## src/rtl/mem_dump_streamer_pkg.sv

```systemverilog
// Shared types and status codes for the sample-memory dump streamer.
package mem_dump_streamer_pkg;

  localparam logic [3:0] IAGC_STATUS_IDLE     = 4'b0000;
  localparam logic [3:0] IAGC_STATUS_DUMP_MEM = 4'b0111;

  typedef enum logic [2:0] {
    ST_IDLE = 3'd0,
    ST_ADDR = 3'd1,
    ST_LOAD = 3'd2,
    ST_SEND = 3'd3,
    ST_DONE = 3'd4
  } dump_state_t;

endpackage

```

## src/rtl/mem_dump_streamer_word_serializer.sv

```systemverilog
// Holds one memory word and presents it MSB byte first on a valid/ready byte port.
module mem_dump_streamer_word_serializer #(
  parameter int DATA_SIZE = 16
) (
  input  logic                 i_clock,
  input  logic                 i_reset_n,
  input  logic                 i_load,
  input  logic [DATA_SIZE-1:0] i_word,
  input  logic                 i_active,
  input  logic                 i_tx_ready,
  output logic [7:0]           o_tx_data,
  output logic                 o_tx_valid,
  output logic                 o_xfer,
  output logic                 o_last_byte
);

  localparam int NUM_BYTES = DATA_SIZE / 8;
  localparam int CNT_W     = (NUM_BYTES > 1) ? $clog2(NUM_BYTES) : 1;

  logic [DATA_SIZE-1:0] word_q;
  logic [CNT_W-1:0]     left_q;

  assign o_tx_valid  = i_active;
  assign o_xfer      = i_active & i_tx_ready;
  assign o_last_byte = (left_q == '0);
  assign o_tx_data   = word_q[DATA_SIZE-1 -: 8];

  // Outgoing byte always sits in the top lane; bytes remaining counts down to zero.
  always_ff @(posedge i_clock or negedge i_reset_n) begin
    if (!i_reset_n) begin
      word_q <= '0;
      left_q <= '0;
    end else if (i_load) begin
      word_q <= i_word;
      left_q <= CNT_W'(NUM_BYTES - 1);
    end else if (o_xfer && !o_last_byte) begin
      word_q <= word_q << 8;
      left_q <= left_q - CNT_W'(1);
    end
  end

endmodule

```

## src/rtl/mem_dump_streamer.sv

```systemverilog
// Walks sample memory 0..last during DUMP_MEM and streams each word as bytes to the UART.
//  state | meaning
//  IDLE  | waiting for DUMP_MEM; latches clamped last address on entry
//  ADDR  | o_raddr presented, memory updates at the negedge
//  LOAD  | capture memory word into the serializer
//  SEND  | bytes offered on the valid/ready port
//  DONE  | all words sent, o_dump_end held
module mem_dump_streamer
  import mem_dump_streamer_pkg::*;
#(
  parameter int DATA_SIZE        = 16,
  parameter int ADDR_SIZE        = 12,
  parameter int MEMORY_SIZE      = 1024,
  parameter int IAGC_STATUS_SIZE = 4
) (
  input  logic                        i_clock,
  input  logic                        i_reset_n,
  input  logic [IAGC_STATUS_SIZE-1:0] i_iagc_status,
  input  logic [ADDR_SIZE-1:0]        i_last_addr,
  input  logic [DATA_SIZE-1:0]        i_mem_data,
  input  logic                        i_tx_ready,
  output logic [ADDR_SIZE-1:0]        o_raddr,
  output logic [7:0]                  o_tx_data,
  output logic                        o_tx_valid,
  output logic                        o_dump_end
);

  localparam logic [ADDR_SIZE-1:0] MAX_ADDR = ADDR_SIZE'(MEMORY_SIZE - 1);

  dump_state_t          state_q, state_d;
  logic [ADDR_SIZE-1:0] raddr_q, last_q;
  logic                 dump_mem;
  logic                 load, active, xfer, last_byte;

  assign dump_mem = (i_iagc_status == IAGC_STATUS_SIZE'(IAGC_STATUS_DUMP_MEM));
  assign o_raddr  = raddr_q;

  always_ff @(posedge i_clock or negedge i_reset_n) begin
    if (!i_reset_n) state_q <= ST_IDLE;
    else            state_q <= state_d;
  end

  always_comb begin
    state_d = state_q;
    if (!dump_mem) begin
      state_d = ST_IDLE;
    end else begin
      case (state_q)
        ST_IDLE: state_d = ST_ADDR;
        ST_ADDR: state_d = ST_LOAD;
        ST_LOAD: state_d = ST_SEND;
        ST_SEND: if (xfer && last_byte) state_d = (raddr_q == last_q) ? ST_DONE : ST_ADDR;
        ST_DONE: state_d = ST_DONE;
        default: state_d = ST_IDLE;
      endcase
    end
  end

  always_comb begin
    load       = (state_q == ST_LOAD);
    active     = (state_q == ST_SEND);
    o_dump_end = (state_q == ST_DONE);
  end

  // Last address is frozen at dump start so later i_last_addr changes are ignored.
  always_ff @(posedge i_clock or negedge i_reset_n) begin
    if (!i_reset_n) begin
      raddr_q <= '0;
      last_q  <= '0;
    end else if (!dump_mem) begin
      raddr_q <= '0;
    end else if (state_q == ST_IDLE) begin
      raddr_q <= '0;
      last_q  <= (i_last_addr > MAX_ADDR) ? MAX_ADDR : i_last_addr;
    end else if (state_q == ST_SEND && state_d == ST_ADDR) begin
      raddr_q <= raddr_q + ADDR_SIZE'(1);
    end
  end

  mem_dump_streamer_word_serializer #(
    .DATA_SIZE(DATA_SIZE)
  ) u_serializer (
    .i_clock    (i_clock),
    .i_reset_n  (i_reset_n),
    .i_load     (load),
    .i_word     (i_mem_data),
    .i_active   (active),
    .i_tx_ready (i_tx_ready),
    .o_tx_data  (o_tx_data),
    .o_tx_valid (o_tx_valid),
    .o_xfer     (xfer),
    .o_last_byte(last_byte)
  );

endmodule
```

## config.mk

```make
export PLATFORM = sky130hd
export DESIGN_NAME = mem_dump_streamer
export DESIGN_NICKNAME = d
export VERILOG_FILES = /design/src/rtl/mem_dump_streamer_pkg.sv /design/src/rtl/mem_dump_streamer_word_serializer.sv /design/src/rtl/mem_dump_streamer.sv
export SDC_FILE = /design/constraint.sdc
export NUM_CORES = 1
export LEC_CHECK = 0
export CORE_ASPECT_RATIO = 1.5
export CORE_UTILIZATION = 40
export DETAILED_ROUTE_END_ITERATION = 12
export DONT_BUFFER_PORTS = 1
export PLACE_DENSITY = 0.52
export SETUP_SLACK_MARGIN = 0.3
export SLEW_MARGIN = 20
export SYNTH_ARGS = -nofsm -noshare
export SYNTH_HDL_FRONTEND = slang
export SYNTH_SLANG_ARGS = --single-unit
export TNS_END_PERCENT = 1
```

## constraint.sdc

```tcl
create_clock -name i_clock -period 3.2 [get_ports i_clock]
set_clock_uncertainty 0.05 [all_clocks]
set_input_delay 0.32 -clock i_clock [delete_from_list [all_inputs] [get_ports i_clock]]
set_output_delay 0.32 -clock i_clock [all_outputs]
set_load 0.05 [all_outputs]
```

==> summary.md <==
| Metric | Value |
|---|---|
| Run status | complete, no violations |
| Internal cell power | 0.874 mW |
| Vias per cell | 5.65 |
| Slowest cell on the critical path | sky130_fd_sc_hd__or4_4 |
| Number of buffers on the longest clock path | 2 |
| Avg Cell Area, Syn | 9.75 um^2 |
| Worst min-delay path class | input pin to flip-flop |
| Total of buffers placed on input and output ports | 0 |
| CP Max Fanout | 11 |
| Relative area change from synthesis to final layout | 7.88% |
| Kind of critical path | flip-flop to flip-flop |
| Setup WS post-layout | 0.803 ns |
| Power consumption | 1.15 mW |
| Post-synthesis cell type with the largest combined area | sky130_fd_sc_hd__dfrtp_1 |
| Hold_sp | i_mem_data[1] |
| Filler cell count in the final layout | 496 |
| Number of design-rule violations left by the first detailed-router iteration | 26 |
| Ratio of cells with drive above 1 in the final layout | 0.0968 |
| Final critical-path share of the clock period | 0.749 |
| CP required | 3.37 ns |
| Placed wire-length estimate | 3500 um |
| CP startpoint kind | flip-flop |
| Number of pins with negative max-slew slack in the final report | 0 |
| Leakage | 0.909 nW |
| Clock Power Share | 0.376 |
| Max H-tree Level | 2 |
| Power spent charging and discharging nets | 0.280 mW |
| Hold Fails Final Rpt | 0 |
| Height of the die | 92.3 um |
| Overall die width | 62.2 um |
| # Post-CTS Setup Buffers | 0 |
| Sequential-to-total area share from yosys stat | 0.506 |
| Max frequency | 417 MHz |
| Overflow left after global routing | 0 |
| Number of antenna violations at the first check in global routing | 0 |
| Top cells by area, synth | sky130_fd_sc_hd__dfrtp_1 (51%), sky130_fd_sc_hd__xnor2_1 (4.8%), sky130_fd_sc_hd__nor2_1 (4.3%) |
| Combinational power share | 0.079 |
| Later-pin clock latency in the skew report | 0.30 ns |
| Crit end category | flip-flop |
| Switching share of total power | 0.243 |
| Standard cell core area | 5200 um^2 |
| Setup Viol. Count Final | 0 |
| Yosys warns | 0 |
| Post-layout nets | 252 |
| Top cell types by occurrence after synthesis | sky130_fd_sc_hd__dfrtp_1 (44), sky130_fd_sc_hd__nor2_1 (25), sky130_fd_sc_hd__a21oi_1 (18) |
| Number of nets produced by synthesis | 259 |
| DR vias | 1610 |
| Yosys reg bits | 44 |
| Largest net degree at the start of global routing | 45 |
| Number of flops mapped to enable cells by yosys | 0 |
| Instance count of the mapped netlist | 223 |
| Arrival time worst endpoint | 2.57 ns |
| Fraction of registers with async set or reset after synthesis | 1.00 |
| Power density of the placed cells | 492 nW/um^2 |
| Instance count after placement with tap cells included | 275 |
| Number of buffers created by CTS | 5 |
| Effective utilization at floorplan | 0.418 |
| CTS tree | built |
| Number of global-route vias before repair | 1724 |
| Total of max-cap violations | 0 |
| Unrepaired setup endpoints after global routing | false |
| Total iterations of the first detailed-routing run | 4 |
| Floorplan row count | 32 |
| Total Negative Setup Slacks | 0 ns |
| Post-detailed-route wirelength per cell | 16.9 um |
| Number of library cell types mapped by synthesis | 36 |
| Synthesized area | 2170 um^2 |
| Antenna violation net count after detailed routing | 0 |
| Series of cell instances along the critical path | nand3b_1 -> or4_4 -> or4_1 -> or3_1 -> a21oi_1 |
| Peak VDD IR | 0.000203 V |
| Kind of cell with the highest combined delay on the critical path | simple AND/OR/NAND/NOR gates |
| Number of I/O pins | 57 |
| Delay of the slowest critical-path stage | 0.60 ns |
| Wire length after detailed routing | 4810 um |
| Start point of the critical path | state_q[2] |
| Final worst path period need | 2.40 ns |
| Floorplan die area | 5740 um^2 |
| Transition time at the pin with the least slew margin | 0.970 ns |
| Post-CTS clock slew at the launch and capture registers of the worst setup and hold paths | 0.10 ns |
| Place WS | 0.821 ns |
| Sequential group share of total power | 0.545 |
| RR Startpoint | state_q[2] |
| Root Buffer Master | sky130_fd_sc_hd__clkbuf_8 |
| Diode insertion count for antenna repair | 0 |
| Routability-driven placement congestion ratio | 0.800 |
| Residual DRC count | 0 |
| Global-route wire length before repair | 8020 um |
| CTS Sinks | 44 |
| Most repeated cell in the gate-level netlist after synthesis | sky130_fd_sc_hd__dfrtp_1 |
| Total Routing Usage GR | 0.179 |
| Fraction of post-synthesis cell area in the top cell type by area | 0.506 |
| Buffers plus inverters on the worst setup path | 0 |
| Count of placed standard cells in the final layout, fillers left out | 285 |
| Max-slew headroom at the worst pin | 0.351 |
| Leading register cell type out of synthesis | sky130_fd_sc_hd__dfrtp_1 |
==> timing repair <==
action / in CTS / in global routing
setup endpoints to repair: 0 / 0
hold buffers: 2 / 0
gates resized for setup: 0 / 0
endpoints found under the hold margin: 44 / 0
==> layout by cell type (no fill, tap or decap), types with 3 or more instances in the layout <==
cell type / netlist / routed
sky130_fd_sc_hd__a21oi_1: 18 / 18
sky130_fd_sc_hd__or3_1: 10 / 10
sky130_fd_sc_hd__nor2b_1: 3 / 3
sky130_fd_sc_hd__a22o_1: 8 / 8
sky130_fd_sc_hd__clkbuf_8: 0 / 5
sky130_fd_sc_hd__dfrtp_1: 44 / 44
sky130_fd_sc_hd__or2_2: 3 / 3
sky130_fd_sc_hd__o31ai_1: 3 / 3
sky130_fd_sc_hd__o21ai_0: 15 / 15
sky130_fd_sc_hd__nand2_1: 17 / 17
sky130_fd_sc_hd__o211ai_1: 3 / 3
sky130_fd_sc_hd__nor2_1: 25 / 25
sky130_fd_sc_hd__xnor2_1: 12 / 12
sky130_fd_sc_hd__nand4_1: 6 / 6
sky130_fd_sc_hd__buf_4: 8 / 3
sky130_fd_sc_hd__mux2i_1: 9 / 9
sky130_fd_sc_hd__nand3_1: 4 / 4
sky130_fd_sc_hd__or4_1: 4 / 4
==> final timing paths <==
path                                           endpoint  slack [ns]  depth (start not counted)
max in group asynchronous                    state_q[0]        2.43                          2
worst max register to register               o_raddr[9]        0.80                          5
worst min register to register   u_serializer.word_q[4]        0.46                          1
worst min-delay path             u_serializer.word_q[1]        0.10                          1
worst max-delay path                         o_raddr[9]        0.80                          5
min in group asynchronous       u_serializer.word_q[10]        0.46                          2
==> kinds of logic (layout without fill, tap and decap cells) <==
logic type      Yosys count  after routing  synth area share
simple gates             86             86             0.205
compound gates           50             50             0.139
flops                    44             44             0.506
buf+inv                  21             15            0.0547
xor+xnor                 12             12            0.0483
mux                       9              9            0.0414
fa+ha+maj                 1              1           0.00575
==> registers in the layout (all words and copies together), names as in the netlist <==
name	flops
u_serializer.left_q	1
u_serializer.word_q	16
last_q	12
state_q	3
o_raddr	12
==> area by class of cell <==
| type | count | area [um^2] | area share |
|---|---|---|---|
| Multi-Input combinational cell | 158 | 977 | 0.417 |
| Inverter | 2 | 7.51 | 0.00320 |
| Timing Repair Buffer | 5 | 60.1 | 0.0256 |
| Tap cell | 68 | 85.1 | 0.0363 |
| Clock inverter | 3 | 46.3 | 0.0197 |
| Sequential cell | 44 | 1100 | 0.469 |
| Clock buffer | 5 | 68.8 | 0.0293 |
==> per-layer routing <==
| metal | share of wire | vias to the layer above | routed length (um) | global-route usage |
|---|---|---|---|---|
| li1 | - | 772 | - | - |
| met1 | 0.38 | 774 | 1850 | 0.189 |
| met2 | 0.54 | 59 | 2620 | 0.331 |
| met3 | 0.061 | 5 | 292 | 0.0505 |
| met4 | 0.0096 | 0 | 46 | 0.0698 |
| met5 | 0 | - | 0 | 0 |
==> through the flow <==
stage | utilization | area [um^2] | hold WS (ns)
3_3_place_gp | 0.421 | 2190 | -0.0248
4_1_cts | 0.451 | 2350 | 0.0913
2_1_floorplan | - | 2170 | -0.0256
6_report | 0.451 | 2350 | 0.100
3_5_place_dp | 0.421 | 2190 | -0.0248
5_1_grt | 0.451 | 2350 | 0.0803
==> power by group through the flow <==
stage          Sequential [mW]  Clock (mW)  Combinational (mW)
2_1_floorplan            0.623           0              0.0764
5_1_grt                  0.634       0.474               0.105
4_1_cts                  0.631       0.452              0.0936
6_report                 0.629       0.434              0.0910
3_3_place_gp             0.640           0              0.0733
3_5_place_dp             0.642           0              0.0763
(Power assumes the default switching activity.)
